`src/rtl/iterative_divider_if.sv`:
```
// Request/response bundle between the execute stage and iterative_divider.
// The master (pipeline) drives start, mode and operands. The slave (divider) returns
// busy, done and Result.
interface iterative_divider_if #(
  parameter int unsigned N = 32
);
  logic         start;
  logic [1:0]   mode;
  logic [N-1:0] A;
  logic [N-1:0] B;
  logic         busy;
  logic         done;
  logic [N-1:0] Result;

  modport master (
    output start, mode, A, B,
    input  busy, done, Result
  );

  modport slave (
    input  start, mode, A, B,
    output busy, done, Result
  );
endinterface

```
`src/rtl/iterative_divider.sv`:
```
// Multi-cycle radix-2 restoring divider for RV32IM DIV/DIVU/REM/REMU.
// mode = funct3[1:0]: 00 DIV, 01 DIVU, 10 REM, 11 REMU.
// The optional macro DIV_EARLY_OUT_EN makes divide-by-zero and signed overflow skip
// the iteration phase, which gives a latency of 2. Without it, every operation takes
// N+2 cycles.
module iterative_divider #(
  parameter int unsigned N = 32
) (
  input logic             CLK,
  input logic             RST_N,
  iterative_divider_if.slave bus
);

  localparam int unsigned CntW   = $clog2(N);
  localparam logic [N-1:0] MinNeg = {1'b1, {(N-1){1'b0}}};

  typedef enum logic [1:0] {StIdle, StInit, StIter, StFix} state_e;

  state_e          state_q, state_d;
  logic [N-1:0]    a_q, a_d, b_q, b_d;
  logic [1:0]      mode_q, mode_d;
  logic [N-1:0]    rem_q, rem_d, quo_q, quo_d, bmag_q, bmag_d;
  logic [CntW-1:0] cnt_q, cnt_d;
  logic            sign_q_q, sign_q_d, sign_r_q, sign_r_d;
  logic [N-1:0]    result_q, result_d;
  logic            done_q, done_d;

  logic         signed_mode, a_neg, b_neg, div_zero, ovf;
  logic [N:0]   trial;
  logic [N-1:0] rem_sh, quo_fix, rem_fix;

  assign signed_mode = ~mode_q[0];
  assign a_neg       = signed_mode & a_q[N-1];
  assign b_neg       = signed_mode & b_q[N-1];
  assign div_zero    = (b_q == '0);
  assign ovf         = signed_mode && (a_q == MinNeg) && (b_q == '1);

  // Shift {rem, quo} left by one, then trial-subtract the divisor magnitude in N+1 bits.
  assign rem_sh = {rem_q[N-2:0], quo_q[N-1]};
  assign trial  = {rem_q, quo_q[N-1]} - {1'b0, bmag_q};

  // Sign correction plus the RISC-V results for the special cases.
  always_comb begin
    quo_fix = sign_q_q ? -quo_q : quo_q;
    rem_fix = sign_r_q ? -rem_q : rem_q;
    if (div_zero) begin
      quo_fix = '1;
      rem_fix = a_q;
    end else if (ovf) begin
      quo_fix = a_q;
      rem_fix = '0;
    end
  end

  // Next-state logic and datapath for the FSM.
  always_comb begin
    state_d  = state_q;
    a_d      = a_q;
    b_d      = b_q;
    mode_d   = mode_q;
    rem_d    = rem_q;
    quo_d    = quo_q;
    bmag_d   = bmag_q;
    cnt_d    = cnt_q;
    sign_q_d = sign_q_q;
    sign_r_d = sign_r_q;
    result_d = result_q;
    done_d   = 1'b0;
    unique case (state_q)
      StIdle: begin
        if (bus.start) begin
          a_d     = bus.A;
          b_d     = bus.B;
          mode_d  = bus.mode;
          state_d = StInit;
        end
      end
      StInit: begin
        rem_d    = '0;
        quo_d    = a_neg ? -a_q : a_q;
        bmag_d   = b_neg ? -b_q : b_q;
        sign_q_d = a_neg ^ b_neg;
        sign_r_d = a_neg;
        cnt_d    = CntW'(N - 1);
        state_d  = StIter;
`ifdef DIV_EARLY_OUT_EN
        if (div_zero || ovf) state_d = StFix;
`else
`endif
      end
      StIter: begin
        rem_d = trial[N] ? rem_sh : trial[N-1:0];
        quo_d = {quo_q[N-2:0], ~trial[N]};
        if (cnt_q == '0) state_d = StFix;
        else             cnt_d   = cnt_q - CntW'(1);
      end
      StFix: begin
        result_d = mode_q[1] ? rem_fix : quo_fix;
        done_d   = 1'b1;
        state_d  = StIdle;
      end
      default: state_d = StIdle;
    endcase
  end

  // State and datapath registers; reset aborts any operation in flight.
  always_ff @(posedge CLK or negedge RST_N) begin
    if (!RST_N) begin
      state_q  <= StIdle;
      a_q      <= '0;
      b_q      <= '0;
      mode_q   <= '0;
      rem_q    <= '0;
      quo_q    <= '0;
      bmag_q   <= '0;
      cnt_q    <= '0;
      sign_q_q <= 1'b0;
      sign_r_q <= 1'b0;
      result_q <= '0;
      done_q   <= 1'b0;
    end else begin
      state_q  <= state_d;
      a_q      <= a_d;
      b_q      <= b_d;
      mode_q   <= mode_d;
      rem_q    <= rem_d;
      quo_q    <= quo_d;
      bmag_q   <= bmag_d;
      cnt_q    <= cnt_d;
      sign_q_q <= sign_q_d;
      sign_r_q <= sign_r_d;
      result_q <= result_d;
      done_q   <= done_d;
    end
  end

  assign bus.busy   = (state_q != StIdle);
  assign bus.done   = done_q;
  assign bus.Result = result_q;

endmodule

```
`src/flat_wrapper.sv`:
```
// flat-port wrapper written by rule: the top's interface ports become plain ports
module iterative_divider_flat 
#(
  parameter int unsigned N = 32
)
  (CLK, RST_N, bus_start, bus_mode, bus_A, bus_B, bus_busy, bus_done, bus_Result);
  iterative_divider_if #(.N(N)) bus_i ();
  input logic CLK;
  input logic RST_N;
  input wire logic [$bits(bus_i.start)-1:0] bus_start;
  input wire logic [$bits(bus_i.mode)-1:0] bus_mode;
  input wire logic [$bits(bus_i.A)-1:0] bus_A;
  input wire logic [$bits(bus_i.B)-1:0] bus_B;
  output wire logic [$bits(bus_i.busy)-1:0] bus_busy;
  output wire logic [$bits(bus_i.done)-1:0] bus_done;
  output wire logic [$bits(bus_i.Result)-1:0] bus_Result;
  assign bus_i.start = bus_start;
  assign bus_i.mode = bus_mode;
  assign bus_i.A = bus_A;
  assign bus_i.B = bus_B;
  assign bus_busy = bus_i.busy;
  assign bus_done = bus_i.done;
  assign bus_Result = bus_i.Result;
  iterative_divider #(.N(N)) u_core (.CLK(CLK), .RST_N(RST_N), .bus(bus_i));
endmodule
```
`config.mk`:
```
export PLATFORM = sky130hd
export DESIGN_NAME = iterative_divider_flat
export DESIGN_NICKNAME = d
export VERILOG_FILES = /design/src/rtl/iterative_divider_if.sv /design/src/rtl/iterative_divider.sv /design/src/flat_wrapper.sv
export SDC_FILE = /design/constraint.sdc
export NUM_CORES = 1
export LEC_CHECK = 0
export ABC_AREA = 1
export CORE_ASPECT_RATIO = 1.5
export CORE_MARGIN = 2
export CORE_UTILIZATION = 54
export DETAILED_ROUTE_END_ITERATION = 16
export DONT_BUFFER_PORTS = 1
export PLACE_DENSITY = 0.8
export SYNTH_ARGS = -nofsm -noshare
export SYNTH_HDL_FRONTEND = slang
export SYNTH_SLANG_ARGS = --single-unit
```
`constraint.sdc`:
```
create_clock -name CLK -period 4.66 [get_ports CLK]
set_input_delay 0.932 -clock CLK [delete_from_list [all_inputs] [get_ports CLK]]
set_output_delay 0.932 -clock CLK [all_outputs]
set_load 0.1 [all_outputs]
```
==> out/qor.yml <==
layout:
  most-common-layout-cells: "nand2_1, inv_1, nand3_1"
  areaGrowthSynthToFinish_pct: 5.89
  nets: 2534
  final_common_cell: "nand2_1"
  drive_above_1_share_pct: 5.05
  n_antenna_cell: 0
synth:
  syn_area_per_cell_um2: 6.38
  synth.cell_area_mm2: 0.0157
  synth-seq-area-share_pct: 32.4
  synthCells: 2469
  ys_ff_latch: 204
  ys_warn_count: 0
  ys_types: 49
  synth_fp_nets: 2583
sta:
  min_period_over_period_pct: 60.7
  hold_slack_ps: 84.2
  rsz0062_at_grt: "no"
  relSlewSlack_pct: 26.4
  max_freq_ghz: 0.353
  hold_violations: 0
  setup_viol: 0
  maxSlewViolCount: 0
  post-route-min-period_ps: 2830
  tightest_slew_ps: 1100
  final.setup.tns_ps: 0
  finalClockSkew_ps: 34.9
floorplan:
  fp.dieH_um: 213
  core_area_mm2: 0.0287
  top_level_ports: 103
  start_util_pct: 54.8
  fp-row-count: 76
  die_w_um: 143
  dieArea_mm2: 0.0306
global_routing:
  busiest_layer: "met2"
  overflow: 0
  met2_usage_pct: 61.8
  use_met1_pct: 41.0
  grt_pass1_wl_mm: 84.5
  grt_pass1_vias: 15631
  grt_max_degree: 205
  grt_use_met3_pct: 4.17
  antenna_found_initial: 0
  grt_usage_pct: 36.0
place:
  port_buffers: 0
  dp_hpwl_mm: 42.0
  place_congestion: 1.04
routing:
  vias: 16067
  drc: 0
  detail_route.wirelength_mm: 53.9
  routedWlPerCell_um: 19.1
  final_antenna_net_count: 0
  drt_iter0_drc: 1378
  dr.pass1.iters: 7
  viasPerCell: 5.69
critical_path:
  reg2reg_depth: 9
  cp-end-kind: "output port"
  cp.required_ps: 3730
  critPathKind: "register to output port"
  cp-start-kind: "register"
  r2r_end: "u_core.quo_q[28]"
  r2r_slack_ps: 1900
  r2r-start: "u_core.mode_q[0]"
  cp.arrival_ps: 1900
  worst-path-max-fanout: 4
clock_tree:
  clkTransAtPathRegs_ps: 60
  cts_root_buf: "clkbuf_16"
  post_cts_buffers: 0
  clock_path_buffers: 3
  worst_skew_pair.late_latency_ps: 540
  htree_levels: 1
  cts_inserted_buffers: 22
  clock-sinks: 204
  tritoncts: "built"
  cts_hold_buffers: 0
  cts_resized: 0
min_path:
  holdCritPathClass: "input port to asynchronous set/reset pin"
flow_run:
  drv_cap: 0
status:
  status: "finished clean"
## cell usage after synthesis (all sizes together)
library cell / count / share of area, %
a21o: 1 / 0.048
a21oi: 147 / 4.8
a22oi: 1 / 0.048
a31oi: 4 / 0.16
and2: 3 / 0.12
and3: 1 / 0.040
buf: 33 / 1.2
clkbuf: 50 / 1.2
clkinv: 3 / 0.071
dfrtp: 204 / 32
fa: 1 / 0.13
ha: 44 / 3.5
inv: 352 / 8.4
mux2: 13 / 0.93
nand2: 780 / 19
nand3: 253 / 8.3
nand3b: 5 / 0.24
nand4: 43 / 1.7
nor2: 237 / 6.1
nor3: 29 / 1.0
nor4: 1 / 0.040
o211ai: 7 / 0.33
o21a: 2 / 0.095
o21ai: 162 / 5.1
o21bai: 10 / 0.48
o22ai: 3 / 0.12
o31ai: 1 / 0.048
or2: 5 / 0.20
xnor2: 17 / 0.95
xor2: 57 / 3.2
## registers in the layout (all words and copies together) (netlist names)
| name | flops |
|---|---|
| u_core.a_q | 32 |
| u_core.b_q | 32 |
| u_core.rem_q | 32 |
| u_core.sign_q_q | 1 |
| u_core.bmag_q | 32 |
| u_core.bus.Result | 32 |
| u_core.sign_r_q | 1 |
| u_core.mode_q | 2 |
| u_core.bus.done | 1 |
| u_core.state_q | 2 |
| u_core.quo_q | 32 |
| u_core.cnt_q | 5 |
## area by class of cell
type / instances / area (um^2)
Inverter: 355 / 1330
Sequential cell: 204 / 5100
Multi-Input combinational cell: 1827 / 8930
Fill cell: 2897 / 12000
Clock buffer: 27 / 609
Clock inverter: 13 / 134
Tap cell: 390 / 488
Timing Repair Buffer: 10 / 75.1
## per-layer routing
metal	part of all wire (%)	up-vias
met2	48	658
met5	0	-
li1	-	7744
met3	5.6	206
met1	37	7459
met4	9.1	0
## worst max-delay path by stage
stage	start	end	slack (ps)	cells past startpoint
floorplan	u_core.quo_q[31]	u_core.rem_q[22]	2470	16
global placement	u_core.quo_q[31]	u_core.quo_q[0]	2030	15
detailed placement	u_core.quo_q[31]	u_core.rem_q[13]	1990	17
CTS	u_core.state_q[0]	bus_busy	1820	3
global route	u_core.quo_q[31]	u_core.rem_q[13]	1700	17
finish	u_core.state_q[0]	bus_busy	1830	3
## critical path, stage by stage (launching register included)
cell,delay (ps)
dfrtp_1,370
inv_1,100
ha_1,250
inv_1,640
## kinds of logic after synthesis
family                   after synthesis  synth area share (%)
AND/OR/NAND/NOR                     1357                  36.8
multiplexers                          13                 0.930
adder cells (fa/ha/maj)               45                  3.62
AO/OA/AOI/OAI                        338                  11.2
flip-flops                           204                  32.4
XOR/XNOR                              74                  4.12
buffers and inverters                438                  10.9
## per-stage QoR
stage          area [um^2]  setup WS (ps)  utilization, %  std cells
5_1_grt              16700           1700            58.1       2826
3_3_place_gp         15900           2030            55.5       2786
2_1_floorplan        15700           2470               -       2469
6_report             16700           1830            58.1       2826
3_5_place_dp         15900           1990            55.5       2786
4_1_cts              16700           1820            58.1       2826
Power is not shown: default switching activity piles up to over one toggle a cycle in this logic, so the estimate is an artifact.
